### config.mk
export PLATFORM = sky130hd
export DESIGN_NAME = bullet_controller
export DESIGN_NICKNAME = d
export VERILOG_FILES = /design/src/rtl/bullet_controller.sv
export SDC_FILE = /design/constraint.sdc
export NUM_CORES = 1
export LEC_CHECK = 0
export CORE_MARGIN = 2
export CORE_UTILIZATION = 40
export CTS_CLUSTER_DIAMETER = 60
export CTS_CLUSTER_SIZE = 40
export DETAILED_ROUTE_END_ITERATION = 8
export PLACE_DENSITY = 0.76
export SYNTH_ARGS = -nofsm -noshare
export SYNTH_HDL_FRONTEND = slang
export SYNTH_SLANG_ARGS = --single-unit
### constraint.sdc
create_clock -name clock -period 5.85 [get_ports clock]
set_input_delay 1.17 -clock clock [delete_from_list [all_inputs] [get_ports clock]]
set_output_delay 1.17 -clock clock [all_outputs]
set_load 0.05 [all_outputs]
### src/rtl/bullet_controller.sv
// Player bullet sequencer for the asteroids game.
// Launches the bullet from the ship on a fire press, advances it upward once
// per frame, and parks it off-screen whenever no bullet is live. When the
// BULLET_HIT_EN macro is defined, it also detects collision with the rock,
// runs a hit-flash period and keeps a saturating score. Without the macro the
// bullet passes through the rock and the hit outputs stay at zero.
// Ports:
//   clock, resetn        : clock, asynchronous active-low reset
//   frame_tick           : one-cycle pulse per frame (vblank start)
//   fire                 : raw asynchronous fire button, high = pressed
//   x_ship, y_ship       : ship top-left corner
//   x_rock, y_rock       : rock top-left corner
//   x_bullet, y_bullet   : bullet top-left corner, or parked at (SCREEN_W, SCREEN_H)
//   bullet_active        : bullet in flight
//   hit_flash            : hit-flash period in progress
//   rock_hit             : one-cycle pulse after a colliding frame
//   score                : saturating hit count
module bullet_controller #(
   parameter int unsigned SCREEN_W        = 640,
   parameter int unsigned SCREEN_H        = 480,
   parameter int unsigned SHIP_W          = 100,
   parameter int unsigned BULLET_W        = 20,
   parameter int unsigned BULLET_H        = 20,
   parameter int unsigned ROCK_W          = 100,
   parameter int unsigned ROCK_H          = 100,
   parameter int unsigned SPEED           = 8,
   parameter int unsigned HIT_FRAMES      = 15,
   parameter int unsigned COOLDOWN_FRAMES = 10
) (
   input  logic        clock,
   input  logic        resetn,
   input  logic        frame_tick,
   input  logic        fire,
   input  logic [18:0] x_ship,
   input  logic [18:0] y_ship,
   input  logic [18:0] x_rock,
   input  logic [18:0] y_rock,
   output logic [18:0] x_bullet,
   output logic [18:0] y_bullet,
   output logic        bullet_active,
   output logic        hit_flash,
   output logic        rock_hit,
   output logic [15:0] score
);

   localparam int unsigned CW     = 19;
   localparam int unsigned COOL_N = (COOLDOWN_FRAMES < 1) ? 1 : COOLDOWN_FRAMES;
   localparam logic [7:0]    COOL_LAST = 8'(COOL_N - 1);
   localparam logic [CW-1:0] PARK_X    = CW'(SCREEN_W);
   localparam logic [CW-1:0] PARK_Y    = CW'(SCREEN_H);
   localparam logic [CW-1:0] LAUNCH_DX = CW'((SHIP_W - BULLET_W) / 2);
   localparam logic [CW-1:0] BH        = CW'(BULLET_H);
   localparam logic [CW-1:0] STEP_Y    = CW'(SPEED);

   typedef enum logic [1:0] {
      S_IDLE = 2'd0,
      S_FLY  = 2'd1,
      S_COOL = 2'd2
`ifdef BULLET_HIT_EN
      , S_HIT = 2'd3
`endif
   } state_e;

   state_e        state_q, state_d;
   logic [7:0]    cnt_q, cnt_d;
   logic [CW-1:0] xb_q, xb_d, yb_q, yb_d;
   logic          pend_q, pend_d;
   logic          sync1_q, sync2_q, sync3_q;
   logic          active_q;
   logic          fire_rise;
   logic [CW-1:0] launch_x, launch_y;

   // Rising edge of the synchronized button; sync3_q holds the previous sample
   assign fire_rise = sync2_q & ~sync3_q;

   assign launch_x = x_ship + LAUNCH_DX;
   assign launch_y = (y_ship < BH) ? '0 : (y_ship - BH);

`ifdef BULLET_HIT_EN
   localparam logic [7:0] HIT_LAST = 8'(HIT_FRAMES - 1);

   logic        flash_q, rock_hit_q, hit_d;
   logic [15:0] score_q, score_d;
   logic        overlap;

   // Box overlap evaluated one bit wider so the right/bottom edges cannot wrap
   assign overlap = ({1'b0, xb_q} < ({1'b0, x_rock} + 20'(ROCK_W)))  &&
                    ({1'b0, x_rock} < ({1'b0, xb_q} + 20'(BULLET_W))) &&
                    ({1'b0, yb_q} < ({1'b0, y_rock} + 20'(ROCK_H)))  &&
                    ({1'b0, y_rock} < ({1'b0, yb_q} + 20'(BULLET_H)));
`else
   logic unused_rock;
   assign unused_rock = ^{x_rock, y_rock, 32'(HIT_FRAMES), 32'(ROCK_W), 32'(ROCK_H)};
`endif

   // Next-state: fire capture every cycle, everything else only on frame ticks
   always_comb begin
      state_d = state_q;
      cnt_d   = cnt_q;
      xb_d    = xb_q;
      yb_d    = yb_q;
      pend_d  = pend_q;
`ifdef BULLET_HIT_EN
      hit_d   = 1'b0;
      score_d = score_q;
`endif
      // Presses while HIT/COOL are dropped; a press in FLY is cleared on COOL entry
      if (fire_rise && (state_q == S_IDLE || state_q == S_FLY)) pend_d = 1'b1;

      if (frame_tick) begin
         case (state_q)
            S_IDLE: begin
               if (pend_q || fire_rise) begin
                  state_d = S_FLY;
                  cnt_d   = '0;
                  xb_d    = launch_x;
                  yb_d    = launch_y;
                  pend_d  = 1'b0;
               end
            end
            S_FLY: begin
`ifdef BULLET_HIT_EN
               if (overlap) begin
                  state_d = S_HIT;
                  cnt_d   = '0;
                  xb_d    = PARK_X;
                  yb_d    = PARK_Y;
                  pend_d  = 1'b0;
                  hit_d   = 1'b1;
                  score_d = (score_q == 16'hFFFF) ? score_q : score_q + 16'd1;
               end else
`endif
               if (yb_q < STEP_Y) begin
                  state_d = S_COOL;
                  cnt_d   = '0;
                  xb_d    = PARK_X;
                  yb_d    = PARK_Y;
                  pend_d  = 1'b0;
               end else begin
                  yb_d = yb_q - STEP_Y;
               end
            end
`ifdef BULLET_HIT_EN
            S_HIT: begin
               if (cnt_q == HIT_LAST) begin
                  state_d = S_COOL;
                  cnt_d   = '0;
                  pend_d  = 1'b0;
               end else begin
                  cnt_d = cnt_q + 8'd1;
               end
            end
`endif
            S_COOL: begin
               if (cnt_q == COOL_LAST) begin
                  state_d = S_IDLE;
                  cnt_d   = '0;
               end else begin
                  cnt_d = cnt_q + 8'd1;
               end
            end
            default: begin
               state_d = S_IDLE;
               cnt_d   = '0;
               xb_d    = PARK_X;
               yb_d    = PARK_Y;
            end
         endcase
      end
   end

   // State, synchronizer and registered outputs
   always_ff @(posedge clock or negedge resetn) begin
      if (!resetn) begin
         state_q    <= S_IDLE;
         cnt_q      <= '0;
         xb_q       <= PARK_X;
         yb_q       <= PARK_Y;
         pend_q     <= 1'b0;
         sync1_q    <= 1'b0;
         sync2_q    <= 1'b0;
         sync3_q    <= 1'b0;
         active_q   <= 1'b0;
`ifdef BULLET_HIT_EN
         flash_q    <= 1'b0;
         rock_hit_q <= 1'b0;
         score_q    <= '0;
`endif
      end else begin
         state_q    <= state_d;
         cnt_q      <= cnt_d;
         xb_q       <= xb_d;
         yb_q       <= yb_d;
         pend_q     <= pend_d;
         sync1_q    <= fire;
         sync2_q    <= sync1_q;
         sync3_q    <= sync2_q;
         active_q   <= (state_d == S_FLY);
`ifdef BULLET_HIT_EN
         flash_q    <= (state_d == S_HIT);
         rock_hit_q <= hit_d;
         score_q    <= score_d;
`endif
      end
   end

   assign x_bullet      = xb_q;
   assign y_bullet      = yb_q;
   assign bullet_active = active_q;
`ifdef BULLET_HIT_EN
   assign hit_flash     = flash_q;
   assign rock_hit      = rock_hit_q;
   assign score         = score_q;
`else
   assign hit_flash     = 1'b0;
   assign rock_hit      = 1'b0;
   assign score         = '0;
`endif

endmodule
==> run_results.csv <==
group,metric,value,unit
floorplan,coreArea,7770,um^2
synthesis,synth_cell_types,54,
synthesis,synthesis.area,3230,um^2
synthesis,yosysSeqAreaShare,41.3,%
power_and_ir_drop,leakagePower,1.68,nW
setup_path,cp_slowest_cell,"nor4_1",
finish,regArea,1330,um^2
timing,final_max_slew_viol_count,0,
placement,port_buffers,80,
timing,setup_viol_count_final,0,
floorplan,start_util,41.6,%
synthesis,synth_ff_type,"dfrtp_1",
synthesis,ys_warn_count,0,
hold_path,holdPathStages,0,
timing,finalCritPeriodShare,56.4,%
setup_path,r2r-start,"y_bullet[3]",
clock_network,cts_setup_buffers,0,
grt,grt_max_degree,54,
finish,final_nets,524,
setup_path,critPathRequiredTime,6040,ps
route,num_vias,2941,
timing,fin_setup_tns,0,ps
clock_network,cts_buffer_depth,2,
setup_path,reg2regPathDepth,7,
synthesis,synthTopCellsByCount,"dfrtp_1 (47), nand2_1 (47), nor2_1 (30), o21ai_0 (30), buf_4 (18)",
clock_network,clkTransAtPathRegs,100,ps
placement,place_area,4040,um^2
timing,clock.fmax,303,MHz
status,status,"finished clean",
hold_path,min_from,"sync1_q",
synthesis,syn_inst,364,
setup_path,max_stage_delay,820,ps
placement,dpl.hpwl,5870,um
finish,diodes,0,
grt,grt-ovfl-total,0,
setup_path,start_kind,"input port",
job,max_cap_violations,0,
setup_path,crit_fanout,7,
floorplan,die-width,93.9,um
setup_path,path_common_cell,"nor4_1",
clock_network,clock_latency,310,ps
hold_path,hold_end,"sync2_q",
route,postRouteAntennaNets,0,
timing,tightest_slew,1170,ps
finish,area_delta_synth_final,28.0,%
timing,clock_skew,7.68,ps
route,drc,0,
timing,fin_crit,3300,ps
finish,fillerInstances,727,
finish,utilization,53.2,%
clock_network,cts_tree,"yes",
setup_path,path_cells,"clkdlybuf4s50_1 -> nor4_1 -> nand3_1 -> nor4_1 -> xnor2_1 -> o211ai_1",
synthesis,postSynth.asyncResetShare,100,%
setup_path,cp.arrival,3490,ps
floorplan,num_rows,32,
power_and_ir_drop,pwr_density_cell,472,nW/um^2
finish,drive_gt1_share,5.23,%
clock_network,root_buffer,"clkbuf_8",
clock_network,ctsHoldBuffers,0,
timing,rsz0062_at_grt,"false",
synthesis,synth_edf_count,0,
setup_path,worst_setup_path_end_kind,"register",
route,drt-initial-drc-count,231,
floorplan,io_pins,137,
placement,gp_congestion,0.855,
synthesis,yosysTopAreaCellShare,36.4,%
hold_path,min_path_type,"register to register",
floorplan,dieArea,8810,um^2
synthesis,yosysTopAreaCell,"dfrtp_1",
grt,antenna_found_initial,0,
synthesis,avgSynthCellArea,8.87,um^2
floorplan,die_h,93.9,um
synthesis,synth_seq_cells,53,
route,vias_per_cell,5.43,
grt,gr-usage-all-layers,18.4,%
clock_network,cts-resized-gates,0,
finish,multiInputGateArea,1750,um^2
route,drt-wirelength-per-cell,14.6,um
clock_network,clock_sinks,53,
timing,max-slew-margin-rel,22.0,%
setup_path,r2r_setup_slack,2810,ps
grt,grt_pass1_vias,2679,
power_and_ir_drop,irDropWorstVdd,0.231,mV
synthesis,synthTopCellsByArea,"dfrtp_1 (36%), nand2_1 (5.5%), dfstp_2 (4.9%), o21ai_0 (4.6%), buf_4 (4.2%)",
grt,grt_pass1_wl,13000,um
clock_network,numCtsBuffers,5,
clock_network,cts_max_level,2,
timing,hold_viol,0,
route,finalWirelength,7910,um
finish,fin_area,4130,um^2
setup_path,r2r-end,"y_bullet[12]",
setup_path,critPathKind,"input port to register",
route,drt-pass1-iter-count,4,
where the power goes:
part	switching, mW	internal (mW)	total, mW
clock network	0.127	0.0852	0.213
logic	0.715	0.369	1.08
registers	0.142	0.512	0.654
total	0.984	0.967	1.95
final cells by class:
cell class,count,area share (%)
inverter,7,0.636
clock inverter,3,0.515
timing repair buffer,82,19.6
clock buffer,5,1.66
sequential,53,32.3
tap,102,3.09
multi-input combinational,290,42.2
per-stage QoR:
| step | total power, mW | hold WS, ps | setup slack (ps) | cells |
|---|---|---|---|---|
| after global placement | 1.73 | 341 | 2340 | 534 |
| after floorplan | 1.39 | 331 | 3110 | 381 |
| after CTS | 1.96 | 366 | 2600 | 542 |
| after global routing | 2.07 | 370 | 2350 | 542 |
| after detailed placement | 1.75 | 338 | 2260 | 534 |
| final | 1.95 | 362 | 2550 | 542 |
logic make-up (layout without fill, tap and decap cells):
group,Yosys count,after routing,synth area share [%]
buf+inv,38,97,6.86
xor+xnor,26,26,7.05
flops,53,53,41.3
fa+ha+maj,5,5,1.94
other cells,1,18,0.116
simple gates,148,148,23.1
compound gates,90,90,18.8
mux,3,3,0.930
layer usage:
| metal | track usage (%) | routed length (um) | up-vias |
|---|---|---|---|
| met1 | 25.7 | 3520 | 1379 |
| met4 | 5.19 | 107 | 0 |
| met3 | 4.65 | 596 | 9 |
| met2 | 28.2 | 3690 | 116 |
| li1 | - | - | 1437 |
| met5 | 0 | 0 | - |
sequential cells by signal (all words and copies together), names as in the netlist:
signal,count
sync1_q,1
y_bullet,19
sync3_q,1
x_bullet,19
cnt_q,8
state_q,2
sync2_q,1
bullet_active,1
pend_q,1
cell usage in the layout, fill, tap and decap left out, types with 2 or more instances in the layout:
cell / Yosys / final
a2bb2oi_1: 2 / 2
nor3b_1: 2 / 2
dfstp_2: 6 / 6
inv_1: 7 / 7
o311ai_0: 2 / 2
or3_1: 3 / 3
mux2i_1: 3 / 3
nand4_1: 3 / 3
a22o_1: 11 / 11
o21ai_2: 2 / 2
o21ai_0: 30 / 30
xnor2_1: 14 / 14
nand4b_1: 2 / 2
dfrtp_1: 47 / 47
or4_1: 4 / 4
nand2_1: 47 / 47
nand2b_1: 5 / 5
nor2_1: 30 / 30
a21oi_1: 11 / 11
nor3_1: 14 / 14
clkdlybuf4s50_1: 0 / 79
o211ai_1: 6 / 6
a31oi_1: 2 / 2
a311oi_1: 3 / 3
nor2b_1: 4 / 4
xor2_1: 12 / 12
nand3_1: 14 / 14
and3_1: 7 / 7
ha_1: 5 / 5
o221ai_1: 3 / 3
buf_4: 18 / 2
conb_1: 1 / 18
a211oi_1: 4 / 4
clkbuf_8: 0 / 5
nor4_1: 5 / 5
o21ai_1: 4 / 4
critical path: cells and delay by family:
kind,cells,cell delay [ps]
xor gates and xnor gates,1,220
AOI/OAI and AO/OA,1,120
and+or+nand+nor,3,1510
buffers and inverters,1,470
worst max path at each step:
stage                from           end  slack (ps)  cells past startpoint
2_1_floorplan   y_ship[7]   y_bullet[6]        3110                      5
3_3_place_gp    y_ship[7]  y_bullet[18]        2340                      6
3_5_place_dp    y_ship[7]  y_bullet[18]        2260                      6
4_1_cts        frame_tick   y_bullet[9]        2600                      5
5_1_grt         y_ship[7]  y_bullet[18]        2350                      6
6_report        y_ship[7]  y_bullet[18]        2550                      6
Note: power is estimated with default switching activity, not from simulation.
